--- config.mk ---
export PLATFORM = sky130hd
export DESIGN_NAME = controller_scan_ctrl_flat
export DESIGN_NICKNAME = d
export VERILOG_FILES = /design/src/rtl/controller_scan_pkg.sv /design/src/rtl/controller_scan_ctrl_if.sv /design/src/rtl/controller_scan_ctrl_debounce_bit.sv /design/src/rtl/controller_scan_ctrl.sv /design/src/flat_wrapper.sv
export SDC_FILE = /design/constraint.sdc
export NUM_CORES = 1
export LEC_CHECK = 0
export ABC_AREA = 1
export CAP_MARGIN = 30
export CORE_MARGIN = 2
export CORE_UTILIZATION = 40
export DETAILED_ROUTE_END_ITERATION = 7
export GPL_TIMING_DRIVEN = 0
export PLACE_DENSITY = 0.73
export SLEW_MARGIN = 20
export SYNTH_ARGS = -nofsm -noshare
export SYNTH_HDL_FRONTEND = slang
export SYNTH_SLANG_ARGS = --single-unit
--- constraint.sdc ---
create_clock -name clk -period 1.14 [get_ports clk]
set_clock_uncertainty 0.2 [all_clocks]
set_input_delay 0.114 -clock clk [delete_from_list [all_inputs] [get_ports clk]]
set_output_delay 0.114 -clock clk [all_outputs]
set_load 0.01 [all_outputs]
--- src/rtl/controller_scan_pkg.sv ---
// Shared constants and types for the controller scan front end.
package controller_scan_pkg;

  localparam logic [1:0] ADDR_P1_LVL = 2'd0;
  localparam logic [1:0] ADDR_P2_LVL = 2'd1;
  localparam logic [1:0] ADDR_P1_EVT = 2'd2;
  localparam logic [1:0] ADDR_P2_EVT = 2'd3;

  localparam int BTN_UP    = 0;
  localparam int BTN_LEFT  = 1;
  localparam int BTN_RIGHT = 2;
  localparam int BTN_DOWN  = 3;

  typedef enum logic {
    R_IDLE,
    R_WAIT
  } rd_state_t;

  // Zero-extend a {down,right,left,up} nibble to a bus word.
  function automatic logic [31:0] pad_word(input logic [3:0] pad);
    return {28'b0, pad[BTN_DOWN], pad[BTN_RIGHT], pad[BTN_LEFT], pad[BTN_UP]};
  endfunction

endpackage

--- src/rtl/controller_scan_ctrl_if.sv ---
// Read request/acknowledge bus between the MMIO decoder and the scan controller.
interface controller_scan_ctrl_if;
  logic        rd_req;
  logic [1:0]  rd_addr;
  logic        rd_ack;
  logic [31:0] rd_data;

  modport master (output rd_req, output rd_addr, input rd_ack, input rd_data);
  modport slave  (input rd_req, input rd_addr, output rd_ack, output rd_data);
endinterface

--- src/rtl/controller_scan_ctrl_debounce_bit.sv ---
// Per-button debouncer: level filter plus a rising-edge pulse on the filtered level.
// With CTRL_DEBOUNCE_EN undefined the filter collapses to a pass-through.
module debounce_bit #(
  parameter int DB_COUNT = 4
) (
  input  logic clk,
  input  logic reset,
  input  logic sync,
  input  logic tick,
  output logic stable,
  output logic rise
);

`ifdef CTRL_DEBOUNCE_EN
  logic       stable_reg;
  logic [3:0] cnt_reg;
  logic [3:0] cnt_inc;
  logic       accept;

  assign cnt_inc = cnt_reg + 4'd1;
  // A differing level that survives its DB_COUNT-th tick becomes the new stable level.
  assign accept  = tick && (sync != stable_reg) && (cnt_inc == 4'(DB_COUNT));
  assign stable  = stable_reg;
  assign rise    = accept && !stable_reg;

  always_ff @(posedge clk) begin
    if (reset) begin
      stable_reg <= 1'b0;
      cnt_reg    <= 4'd0;
    end else if (tick) begin
      if (sync == stable_reg) begin
        cnt_reg <= 4'd0;
      end else if (accept) begin
        stable_reg <= ~stable_reg;
        cnt_reg    <= 4'd0;
      end else begin
        cnt_reg <= cnt_inc;
      end
    end
  end
`else
  localparam int unused_db_count = DB_COUNT;
  logic unused_tick;
  logic prev_reg;

  assign unused_tick = tick;
  assign stable      = sync;
  assign rise        = sync && !prev_reg;

  always_ff @(posedge clk) begin
    if (reset) begin
      prev_reg <= 1'b0;
    end else begin
      prev_reg <= sync;
    end
  end
`endif

endmodule

--- src/rtl/controller_scan_ctrl.sv ---
// Controller scan front end: pin sync, debounce, sticky press events, MMIO read FSM.
// Optional feature macro: CTRL_DEBOUNCE_EN (tick-based debounce; pass-through when undefined).
module controller_scan_ctrl
  import controller_scan_pkg::*;
#(
  parameter int TICK_DIV = 100000,
  parameter int DB_COUNT = 4
) (
  input  logic                    clk,
  input  logic                    reset,
  input  logic [10:1]             JD,
  controller_scan_ctrl_if.slave   bus
);

  logic [7:0]  raw_btn;
  logic [7:0]  sync1_reg;
  logic [7:0]  sync2_reg;
  logic [7:0]  stable_vec;
  logic [7:0]  rise_vec;
  logic [7:0]  evt_reg;
  logic [7:0]  evt_next;
  logic [7:0]  clr_mask;
  logic [31:0] cap_data;
  logic [31:0] rd_data_reg;
  logic        rd_ack_reg;
  logic        capture;
  logic        tick;
  logic [1:0]  unused_jd;
  rd_state_t   state_reg;

  // Bits [3:0] are pad1, [7:4] pad2, each as {down,right,left,up}.
  assign raw_btn   = {JD[7], JD[10], JD[9], JD[8], JD[4], JD[3], JD[2], JD[1]};
  assign unused_jd = JD[6:5];

  always_ff @(posedge clk) begin
    if (reset) begin
      sync1_reg <= '0;
      sync2_reg <= '0;
    end else begin
      sync1_reg <= raw_btn;
      sync2_reg <= sync1_reg;
    end
  end

`ifdef CTRL_DEBOUNCE_EN
  localparam int TW = $clog2(TICK_DIV);
  logic [TW-1:0] tick_cnt_reg;

  assign tick = (tick_cnt_reg == TW'(TICK_DIV - 1));

  always_ff @(posedge clk) begin
    if (reset) begin
      tick_cnt_reg <= '0;
    end else if (tick) begin
      tick_cnt_reg <= '0;
    end else begin
      tick_cnt_reg <= tick_cnt_reg + 1'b1;
    end
  end
`else
  localparam int unused_tick_div = TICK_DIV;
  assign tick = 1'b0;
`endif

  generate
    for (genvar gi = 0; gi < 8; gi++) begin : g_btn
      debounce_bit #(
        .DB_COUNT (DB_COUNT)
      ) u_db (
        .clk    (clk),
        .reset  (reset),
        .sync   (sync2_reg[gi]),
        .tick   (tick),
        .stable (stable_vec[gi]),
        .rise   (rise_vec[gi])
      );
    end
  endgenerate

  assign capture = (state_reg == R_IDLE) && bus.rd_req;

  // Clear-on-read applies first so a same-cycle press still lands in the flag.
  always_comb begin
    clr_mask = '0;
    if (capture) begin
      case (bus.rd_addr)
        ADDR_P1_EVT: clr_mask[3:0] = 4'hF;
        ADDR_P2_EVT: clr_mask[7:4] = 4'hF;
        default:     clr_mask      = '0;
      endcase
    end
    evt_next = (evt_reg & ~clr_mask) | rise_vec;
  end

  always_comb begin
    cap_data = '0;
    case (bus.rd_addr)
      ADDR_P1_LVL: cap_data = pad_word(stable_vec[3:0]);
      ADDR_P2_LVL: cap_data = pad_word(stable_vec[7:4]);
      ADDR_P1_EVT: cap_data = pad_word(evt_reg[3:0]);
      ADDR_P2_EVT: cap_data = pad_word(evt_reg[7:4]);
      default:     cap_data = '0;
    endcase
  end

  always_ff @(posedge clk) begin
    if (reset) begin
      state_reg   <= R_IDLE;
      rd_ack_reg  <= 1'b0;
      rd_data_reg <= '0;
      evt_reg     <= '0;
    end else begin
      evt_reg    <= evt_next;
      rd_ack_reg <= 1'b0;
      case (state_reg)
        R_IDLE: begin
          if (bus.rd_req) begin
            rd_data_reg <= cap_data;
            rd_ack_reg  <= 1'b1;
            state_reg   <= R_WAIT;
          end
        end
        // Wait for the requester to drop rd_req so a held request acks once.
        R_WAIT: begin
          if (!bus.rd_req) begin
            state_reg <= R_IDLE;
          end
        end
        default: state_reg <= R_IDLE;
      endcase
    end
  end

  assign bus.rd_ack  = rd_ack_reg;
  assign bus.rd_data = rd_data_reg;

endmodule

--- src/flat_wrapper.sv ---
// flat-port wrapper written by rule: the top's interface ports become plain ports
module controller_scan_ctrl_flat import controller_scan_pkg::*;
#(
  parameter int TICK_DIV = 100000,
  parameter int DB_COUNT = 4
)
  (clk, reset, JD, bus_rd_req, bus_rd_addr, bus_rd_ack, bus_rd_data);
  controller_scan_ctrl_if bus_i ();
  input  logic clk;
  input  logic reset;
  input  logic [10:1] JD;
  input wire logic [$bits(bus_i.rd_req)-1:0] bus_rd_req;
  input wire logic [$bits(bus_i.rd_addr)-1:0] bus_rd_addr;
  output wire logic [$bits(bus_i.rd_ack)-1:0] bus_rd_ack;
  output wire logic [$bits(bus_i.rd_data)-1:0] bus_rd_data;
  assign bus_i.rd_req = bus_rd_req;
  assign bus_i.rd_addr = bus_rd_addr;
  assign bus_rd_ack = bus_i.rd_ack;
  assign bus_rd_data = bus_i.rd_data;
  controller_scan_ctrl #(.TICK_DIV(TICK_DIV), .DB_COUNT(DB_COUNT)) u_core (.clk(clk), .reset(reset), .JD(JD), .bus(bus_i));
endmodule
==> results_dict.tcl, run 1 <==
set metrics [dict create \
    fill_cells 358 \
    path_class "primary input to flip-flop" \
    placed_cell_area_sq_um 1810 \
    status "finished with violations" \
    place_congestion 0.780 \
    drtPass1Iterations 4 \
    cp_num_buf_inv 2 \
    synth-seq-area-share 0.512 \
    switchingPower_mw 0.631 \
    synth_cells 188 \
    worstHoldStart "reset" \
    cts-root-buf "clkbuf_8" \
    htree_levels 2 \
    synthMostInstantiatedCell "nor2_1" \
    synth_commonest_cells "nor2_1 (43), dfxtp_1 (38), inv_1 (29)" \
    peakVddDrop_uv 844 \
    violations "setup timing" \
    slowest_delay_ps 520 \
    core_sq_um 3610 \
    combinationalPowerShare 0.126 \
    die_width_microns 64.9 \
    dr_total_vias 1130 \
    antenna_found_initial 0 \
    seqPwrFrac 0.530 \
    cts_tree "built" \
    ys_types 13 \
    fin_crit_sh 1.02 \
    powerDensity_nw_per_um2 1370 \
    ios 48 \
    end_kind "flip-flop" \
    dr.first_iter.drc_count 36 \
    syn2layout_area_growth_pct 31.2 \
    setup_violations 3 \
    synth-warning-count 0 \
    synth_edf_count 0 \
    regToRegSetupSlack_ps -10 \
    crit_path_max_fanout 7 \
    fin_cells 289 \
    num_rows 22 \
    p_clk_frac 0.344 \
    postLayoutCoreUtil 0.540 \
    fmax_ghz 0.859 \
    drv_slew 0 \
    io_buffers 16 \
    die_h_microns 64.9 \
    antennaDiodeCount 0 \
    clk_latency_ps 280 \
    routed_via_density 3.91 \
    multiInputGateArea_sq_um 536 \
    ys_ff_latch 38 \
    cts_buffers 5 \
    synth_area_sq_um 1490 \
    stdcell_area_sq_um 1950 \
    async_reset_ff_frac 0 \
    grt_setup_unrepaired "true" \
    r2r-start "u_core.state_reg" \
    arrival_ps 1130 \
    synthFlopType "dfxtp_1" \
    swShare 0.237 \
    cp.required_ps 1110 \
    wirelength_microns 2550 \
    hpwl_microns 1730 \
    dieArea_sq_um 4220 \
    drive_above_1_share 0.266 \
    clk_pin_slew_worst_paths_ps 70 \
    hold_path_class "primary input to flip-flop" \
    synth.area.top_cells "dfxtp_1 (51%), buf_4 (14%), nor2_1 (11%)" \
    period_minus_slack_ps 1160 \
    grt-ovfl-total 0 \
    crit_path_start_kind "primary input" \
    grt_pass1_wl_microns 3960 \
    drcViolationCount 0 \
    seqCellArea_sq_um 766 \
    cts.sinks 38 \
    grt_max_degree 12 \
    dp_cells 279 \
    initial_utilization 0.412 \
    worst_slack_ps -24.0 \
    worstPathCellList "clkdlybuf4s50_1, nand2_4, inv_4, nand3_4, a21oi_2, nor2_1" \
    cp_slowest_cell "clkdlybuf4s50_1" \
    syn_area_per_cell_sq_um 7.90 \
    cp-startpoint "bus_rd_req" \
    p_int_mw 2.03 \
    yosys.area.top_type "dfxtp_1" \
    yosysTopAreaCellShare 0.512 \
    drtAntennaViolNets 0 \
    cp_top_family "buffers and inverters" \
    p_leak_nw 0.989 \
    hold_viol 0 \
    grt_pass1_vias 938 \
    maxCapViolations 0 \
    clockBufferDepth 2 \
    wl_per_cell_microns 8.83 \
    grt.total_usage 0.127 \
    final_nets 255 \
]
-- power by group through the flow --
stage | sequential, mW | clock [mW] | combinational [mW]
2_1_floorplan | 1.44 | 0 | 0.224
3_3_place_gp | 1.44 | 0 | 0.311
3_5_place_dp | 1.44 | 0 | 0.315
4_1_cts | 1.41 | 0.945 | 0.325
5_1_grt | 1.42 | 1.00 | 0.375
6_report | 1.41 | 0.918 | 0.336
-- metal layers --
layer,wire length [microns],GRT usage,vias up
li1,-,-,606
met1,1120,0.151,484
met2,1200,0.193,33
met3,182,0.0503,7
met4,49,0.0718,0
met5,0,0,-
-- worst paths after layout --
check	to	cells after the start
worst max-delay path	u_core.evt_reg[2]	6
worst max register to register	u_core.evt_reg[2]	6
worst min-delay path	u_core.evt_reg[1]	2
worst min register to register	u_core.sync2_reg[1]	2
-- layout by cell type, fill, tap and decap left out, types with 2 or more instances in the layout --
| cell | n |
|---|---|
| a21oi_1 | 8 |
| dfxtp_1 | 34 |
| inv_1 | 27 |
| o21bai_1 | 4 |
| buf_2 | 7 |
| clkinv_2 | 2 |
| dlygate4sd2_1 | 2 |
| nand3_1 | 8 |
| clkbuf_1 | 2 |
| a21oi_2 | 8 |
| clkbuf_8 | 6 |
| nand2_2 | 2 |
| nand2_1 | 12 |
| conb_1 | 28 |
| nor2_1 | 42 |
| buf_4 | 29 |
| dfxtp_2 | 4 |
| clkdlybuf4s50_1 | 9 |
-- metrics by stage --
stage          setup slack, ps  setup TNS (ps)  power (mW)  hold WS, ps
6_report                 -24.0           -35.5        2.67         18.6
5_1_grt                  -89.8            -528        2.79         48.1
4_1_cts                  0.449               0        2.68         18.7
3_5_place_dp              -436           -5080        1.75          195
3_3_place_gp              -426           -4910        1.75          189
2_1_floorplan             28.7               0        1.66         21.0
-- cells by family (layout without fill, tap and decap cells) --
group	Yosys count	after routing	share of synthesized area
AO/OA/AOI/OAI	20	20	0.0741
buffers and inverters	62	88	0.231
flip-flops	38	38	0.512
other	1	28	0.00252
AND/OR/NAND/NOR	67	67	0.180
-- area by class of cell --
type	instances	share of cell area
Buffer	32	0.118
Clock buffer	7	0.0443
Clock inverter	1	0.00257
Inverter	30	0.0597
Multi-Input combinational cell	115	0.275
Sequential cell	38	0.393
Tap cell	48	0.0308
Timing Repair Buffer	18	0.0771
-- timing repair --
action | 4_1_cts | 5_1_grt
hold buffers | 1 | 0
buffers inserted | 1 | 0
hold endpoints to repair | 8 | 0
endpoints found under the setup margin | 17 | 11
gates resized for setup | 33 | 8
pin swaps | 2 | 1
Power figures use the tool's default switching activity.
==> inputs of run 2 (changes only) <==
- CELL_PAD_IN_SITES_DETAIL_PLACEMENT: unset -> 1
- CELL_PAD_IN_SITES_GLOBAL_PLACEMENT: unset -> 2
- CORE_UTILIZATION: 40 -> 22
- PLACE_DENSITY: 0.73 -> 0.72
==> results_dict.tcl, run 2 (synthesized netlist as in run 1, its figures left out) <==
set metrics [dict create \
    num_rows 29 \
    die_width_microns 86.2 \
    wl_per_cell_microns 9.28 \
    layout_common_cells "nor2_1 (42), dfxtp_1 (34), buf_4 (29)" \
    r2r-start "u_core.state_reg" \
    grt.total_usage 0.0840 \
    holdWs_ps 50.0 \
    antenna_found_initial 0 \
    worstPathCellList "clkdlybuf4s50_1, nand2_4, inv_4, nand3_4, a21oi_1, nor2_1" \
    clockBufferDepth 2 \
    met2WireLength_microns 1410 \
    setup_violations 2 \
    syn2layout_area_growth_pct 33.4 \
    worstHoldStart "reset" \
    met1_length_microns 1340 \
    postLayoutCoreUtil 0.308 \
    clk_pin_slew_worst_paths_ps 70 \
    grt_pass1_vias 1080 \
    initial_utilization 0.231 \
    drtPass1Iterations 4 \
    grt-ovfl-total 0 \
    place_congestion 0.703 \
    fmax_ghz 0.869 \
    p_clk_frac 0.347 \
    top_layer "met4" \
    combinationalPowerShare 0.127 \
    hpwl_microns 2220 \
    stdcell_area_sq_um 1980 \
    power.total_mw 2.68 \
    worst_slack_ps -10.4 \
    cts_buffers 5 \
    mostFrequentLayoutCell "nor2_1" \
    drcViolationCount 0 \
    cts_tree "built" \
    clk_latency_ps 280 \
    seqPwrFrac 0.526 \
    drtAntennaViolNets 0 \
    path_class "primary input to flip-flop" \
    cts-root-buf "clkbuf_8" \
    io_buffers 16 \
    maxCapViolations 0 \
    swShare 0.240 \
    dr_wl_met3_microns 191 \
    tightest_slew_ps 512 \
    drv_slew 0 \
    p_leak_nw 0.991 \
    p_int_mw 2.04 \
    fin_crit_sh 1.01 \
    switchingPower_mw 0.643 \
    final_nets 256 \
    die_h_microns 86.2 \
    placed_cell_area_sq_um 1840 \
    period_minus_slack_ps 1150 \
    dr_total_vias 1161 \
    end_kind "flip-flop" \
    routed_via_density 3.64 \
    cts.sinks 38 \
    grt_max_degree 12 \
    cp.required_ps 1100 \
    cp-startpoint "bus_rd_req" \
    antennaDiodeCount 0 \
    drive_above_1_share 0.269 \
    htree_levels 2 \
    dr.first_iter.drc_count 42 \
    slowest_delay_ps 520 \
    violations "setup timing" \
    peakVddDrop_uv 575 \
    max_slew_margin 0.659 \
    hold_viol 0 \
    cp_slowest_cell "clkdlybuf4s50_1" \
    grt_pass1_wl_microns 4770 \
    grt_setup_unrepaired "true" \
    crit_path_max_fanout 6 \
    core_sq_um 6420 \
    crit_path_start_kind "primary input" \
    wirelength_microns 2960 \
    arrival_ps 1110 \
    dieArea_sq_um 7420 \
    status "finished with violations" \
    ios 48 \
    hold_path_class "primary input to flip-flop" \
    powerDensity_nw_per_um2 1350 \
]
[run 2: worst paths after layout]
check,endpoint,slack (ps),depth (start not counted)
hold / removal,u_core.evt_reg[4],50,2
hold reg to reg,u_core.sync2_reg[4],200,2
setup / recovery,u_core.evt_reg[0],-10,6
setup reg to reg,u_core.evt_reg[0],0,6
[run 2: metrics by stage]
step                cells  setup TNS, ps  setup WS (ps)
floorplan             215              0           28.7
global placement      308          -5350           -467
detailed placement    308          -5660           -520
CTS                   319          -57.4          -32.9
global route          319           -507          -80.0
finish                319          -19.6          -10.4
[run 2: area by class of cell]
cell class                 instances  area, sq um
clock buffer                       7         86.3
clock inverter                     1         5.00
sequential                        38          766
inverter                          30          116
buffer                            32          229
tap                               77         96.3
fill                             769         4440
multi-input combinational        115          528
timing repair buffer              19          154
[run 2: power by group through the flow]
stage	Clock [mW]	Sequential (mW)	Combinational (mW)
after floorplan	0	1.44	0.224
after global placement	0	1.44	0.318
after detailed placement	0	1.44	0.322
after CTS	0.974	1.41	0.340
after global routing	1.04	1.42	0.382
final	0.928	1.41	0.341
[run 2: worst max-delay path: cells and delay by family]
kind            cells  cell delay [ps]
compound gates      1              140
buf+inv             2              600
simple gates        3              240
[run 2: metal layers]
| metal | GRT usage | vias up |
|---|---|---|
| met3 | 0.0308 | 4 |
| met1 | 0.0962 | 519 |
| li1 | - | 610 |
| met5 | 0 | - |
| met4 | 0.0303 | 0 |
| met2 | 0.143 | 28 |
[run 2: repair_timing]
action,CTS,global route
cloned,0,0
hold buffers,1,0
gates resized for setup,36,9
buffers inserted,2,0
endpoints found under the setup margin,17,13
pin swaps,4,2
endpoints found under the hold margin,8,0
==> inputs of run 3 (changes only) <==
- ABC_AREA: 1 -> unset
- CORE_UTILIZATION: 22 -> 24
- clock period: 1.14 -> 1 ns (I/O delays scaled with it)
==> results_dict.tcl, run 3 <==
set metrics [dict create \
    status "finished with violations" \
    violations "setup timing" \
    dr_total_vias 915 \
    yosysTopAreaCellShare 0.530 \
    synth_compound_gate_area_share 0.0740 \
    worst_slack_ps -256 \
    synthSimpleGateAreaFrac 0.144 \
    crit_path_start_kind "flip-flop" \
    crit_path_max_fanout 4 \
    place_congestion 0.722 \
    grt-ovfl-total 0 \
    die_width_microns 81.4 \
    initial_utilization 0.246 \
    grt_setup_unrepaired "true" \
    r2r-start "u_core.state_reg" \
    path_class "flip-flop to flip-flop" \
    min_path_cells 3 \
    syn2layout_area_growth_pct 36.4 \
    hold_end "u_core.evt_reg[4]" \
    slowest_delay_ps 310 \
    grt_pass1_wl_microns 3920 \
    syn_area_per_cell_sq_um 10.7 \
    core_sq_um 5850 \
    layout_common_cells "buf_4 (30), conb_1 (28), dfxtp_1 (27)" \
    drtPass1Iterations 4 \
    synth-warning-count 0 \
    clockBufferDepth 2 \
    worstHoldStart "bus_rd_addr[0]" \
    grt_max_degree 13 \
    cts-hold-fix-buffers 0 \
    synth_cells 134 \
    synthFlopType "dfxtp_1" \
    rr_worst_depth 3 \
    fmax_ghz 0.796 \
    wirelength_microns 2470 \
    drcViolationCount 0 \
    hold_viol 0 \
    setup_violations 17 \
    synthMuxAreaShare 0.0627 \
    cts.sinks 38 \
    ys_types 17 \
    synth_xor_area_frac 0 \
    ys_ff_latch 38 \
    hpwl_microns 1890 \
    antenna_found_initial 0 \
    cts_buffers 5 \
    num_rows 28 \
    arrival_ps 1240 \
    maxCapViolations 0 \
    synthMostInstantiatedCell "dfxtp_1" \
    period_minus_slack_ps 1260 \
    drv_slew 0 \
    hold_path_class "primary input to flip-flop" \
    cts_tree "built" \
    dp_cells 252 \
    synth_commonest_cells "dfxtp_1 (38), buf_4 (28), nor2b_1 (25)" \
    p_leak_nw 0.857 \
    wl_per_cell_microns 9.46 \
    power.total_mw 3.04 \
    worstPathCellList "and2b_4, a31oi_4, a22o_1" \
    synth.area.top_cells "dfxtp_1 (53%), buf_4 (15%), nor2b_1 (11%)" \
    postLayoutCoreUtil 0.335 \
    end_kind "flip-flop" \
    antennaDiodeCount 0 \
    async_reset_ff_frac 0 \
    post_synth_fa_ha_maj_area_fraction 0 \
    grt_pass1_vias 792 \
    clk_pin_slew_worst_paths_ps 70 \
    peakVddDrop_uv 549 \
    fin_cells 261 \
    die_h_microns 81.4 \
    drtAntennaViolNets 0 \
    synth_area_sq_um 1440 \
    holdWs_ps 66.3 \
    drive_above_1_share 0.376 \
    dieArea_sq_um 6620 \
    cp.required_ps 980 \
    cp_slowest_cell "dfxtp_1" \
    synth_top_family_by_area "buffers and inverters" \
    dr.first_iter.drc_count 11 \
    synth-seq-area-share 0.530 \
    htree_levels 2 \
    powerDensity_nw_per_um2 1550 \
    mostFrequentLayoutCell "buf_4" \
    io_buffers 16 \
    grt.total_usage 0.0843 \
    regToRegSetupSlack_ps -260 \
    final_nets 200 \
    ios 48 \
    fin_crit_sh 1.26 \
    synth_edf_count 0 \
    yosys.area.top_type "dfxtp_1" \
    cts-root-buf "clkbuf_8" \
    clk_latency_ps 290 \
    rr_endpoint "u_core.evt_reg[1]" \
    routed_via_density 3.51 \
]
==> run 3: layout make-up <==
type	count	area [sq um]
multi-input cells	82	549
well taps	75	93.8
plain buffers	32	245
flip-flops and latches	38	774
clock inverters	2	12.5
repair buffers	17	168
inverters	9	33.8
fillers	667	3890
clock buffers	6	82.6
==> run 3: metrics by stage <==
step	cell area, sq um	worst slack [ps]	TNS (ps)
6_report	1960	-256	-2980
3_5_place_dp	1820	-886	-22650
3_3_place_gp	1820	-887	-22460
2_1_floorplan	1570	-179	-2060
4_1_cts	1940	-253	-3030
5_1_grt	1960	-282	-3470
==> run 3: cell families after synthesis <==
logic type,count (synthesis)
AO/OA/AOI/OAI,14
buffers and inverters,41
flip-flops,38
multiplexers,4
other,1
AND/OR/NAND/NOR,36
==> run 3: worst max-delay path: cells and delay by family (launching register included) <==
kind,cells,cell delay [ps]
DFF,1,310
and+or+nand+nor,1,290
AOI/OAI and AO/OA,2,350
==> run 3: routing by layer <==
| metal | share of wire | vias up | wire [microns] | GRT usage |
|---|---|---|---|---|
| met5 | 0 | - | 0 | 0 |
| met4 | 0.0069 | 0 | 17 | 0.0356 |
| met3 | 0.085 | 2 | 210 | 0.0444 |
| met2 | 0.47 | 29 | 1160 | 0.138 |
| met1 | 0.44 | 414 | 1080 | 0.0910 |
| li1 | - | 470 | - | - |
==> run 3: how the worst max path moves through the flow <==
stage | start | endpoint | slack [ps] | depth (start not counted)
4_1_cts | u_core.state_reg | u_core.evt_reg[1] | -250 | 3
3_3_place_gp | bus_rd_addr[1] | u_core.bus.rd_data[2] | -890 | 4
5_1_grt | u_core.evt_reg[7] | u_core.bus.rd_data[3] | -280 | 3
6_report | u_core.state_reg | u_core.evt_reg[1] | -260 | 3
3_5_place_dp | bus_rd_addr[1] | u_core.bus.rd_data[2] | -890 | 4
2_1_floorplan | u_core.evt_reg[6] | u_core.bus.rd_data[2] | -180 | 3
==> run 3: where the power goes <==
| group | switching (mW) | internal (mW) | leakage [nW] |
|---|---|---|---|
| Sequential | 0.0262 | 1.58 | 0.317 |
| Combinational | 0.156 | 0.201 | 0.493 |
| Clock | 0.525 | 0.553 | 0.0472 |
==> run 3: what timing repair did <==
action | 4_1_cts | 5_1_grt
pin swaps | 1 | 3
setup endpoints to repair | 40 | 17
buffers inserted | 1 | 0
gates cloned | 0 | 0
gates resized for setup | 39 | 8
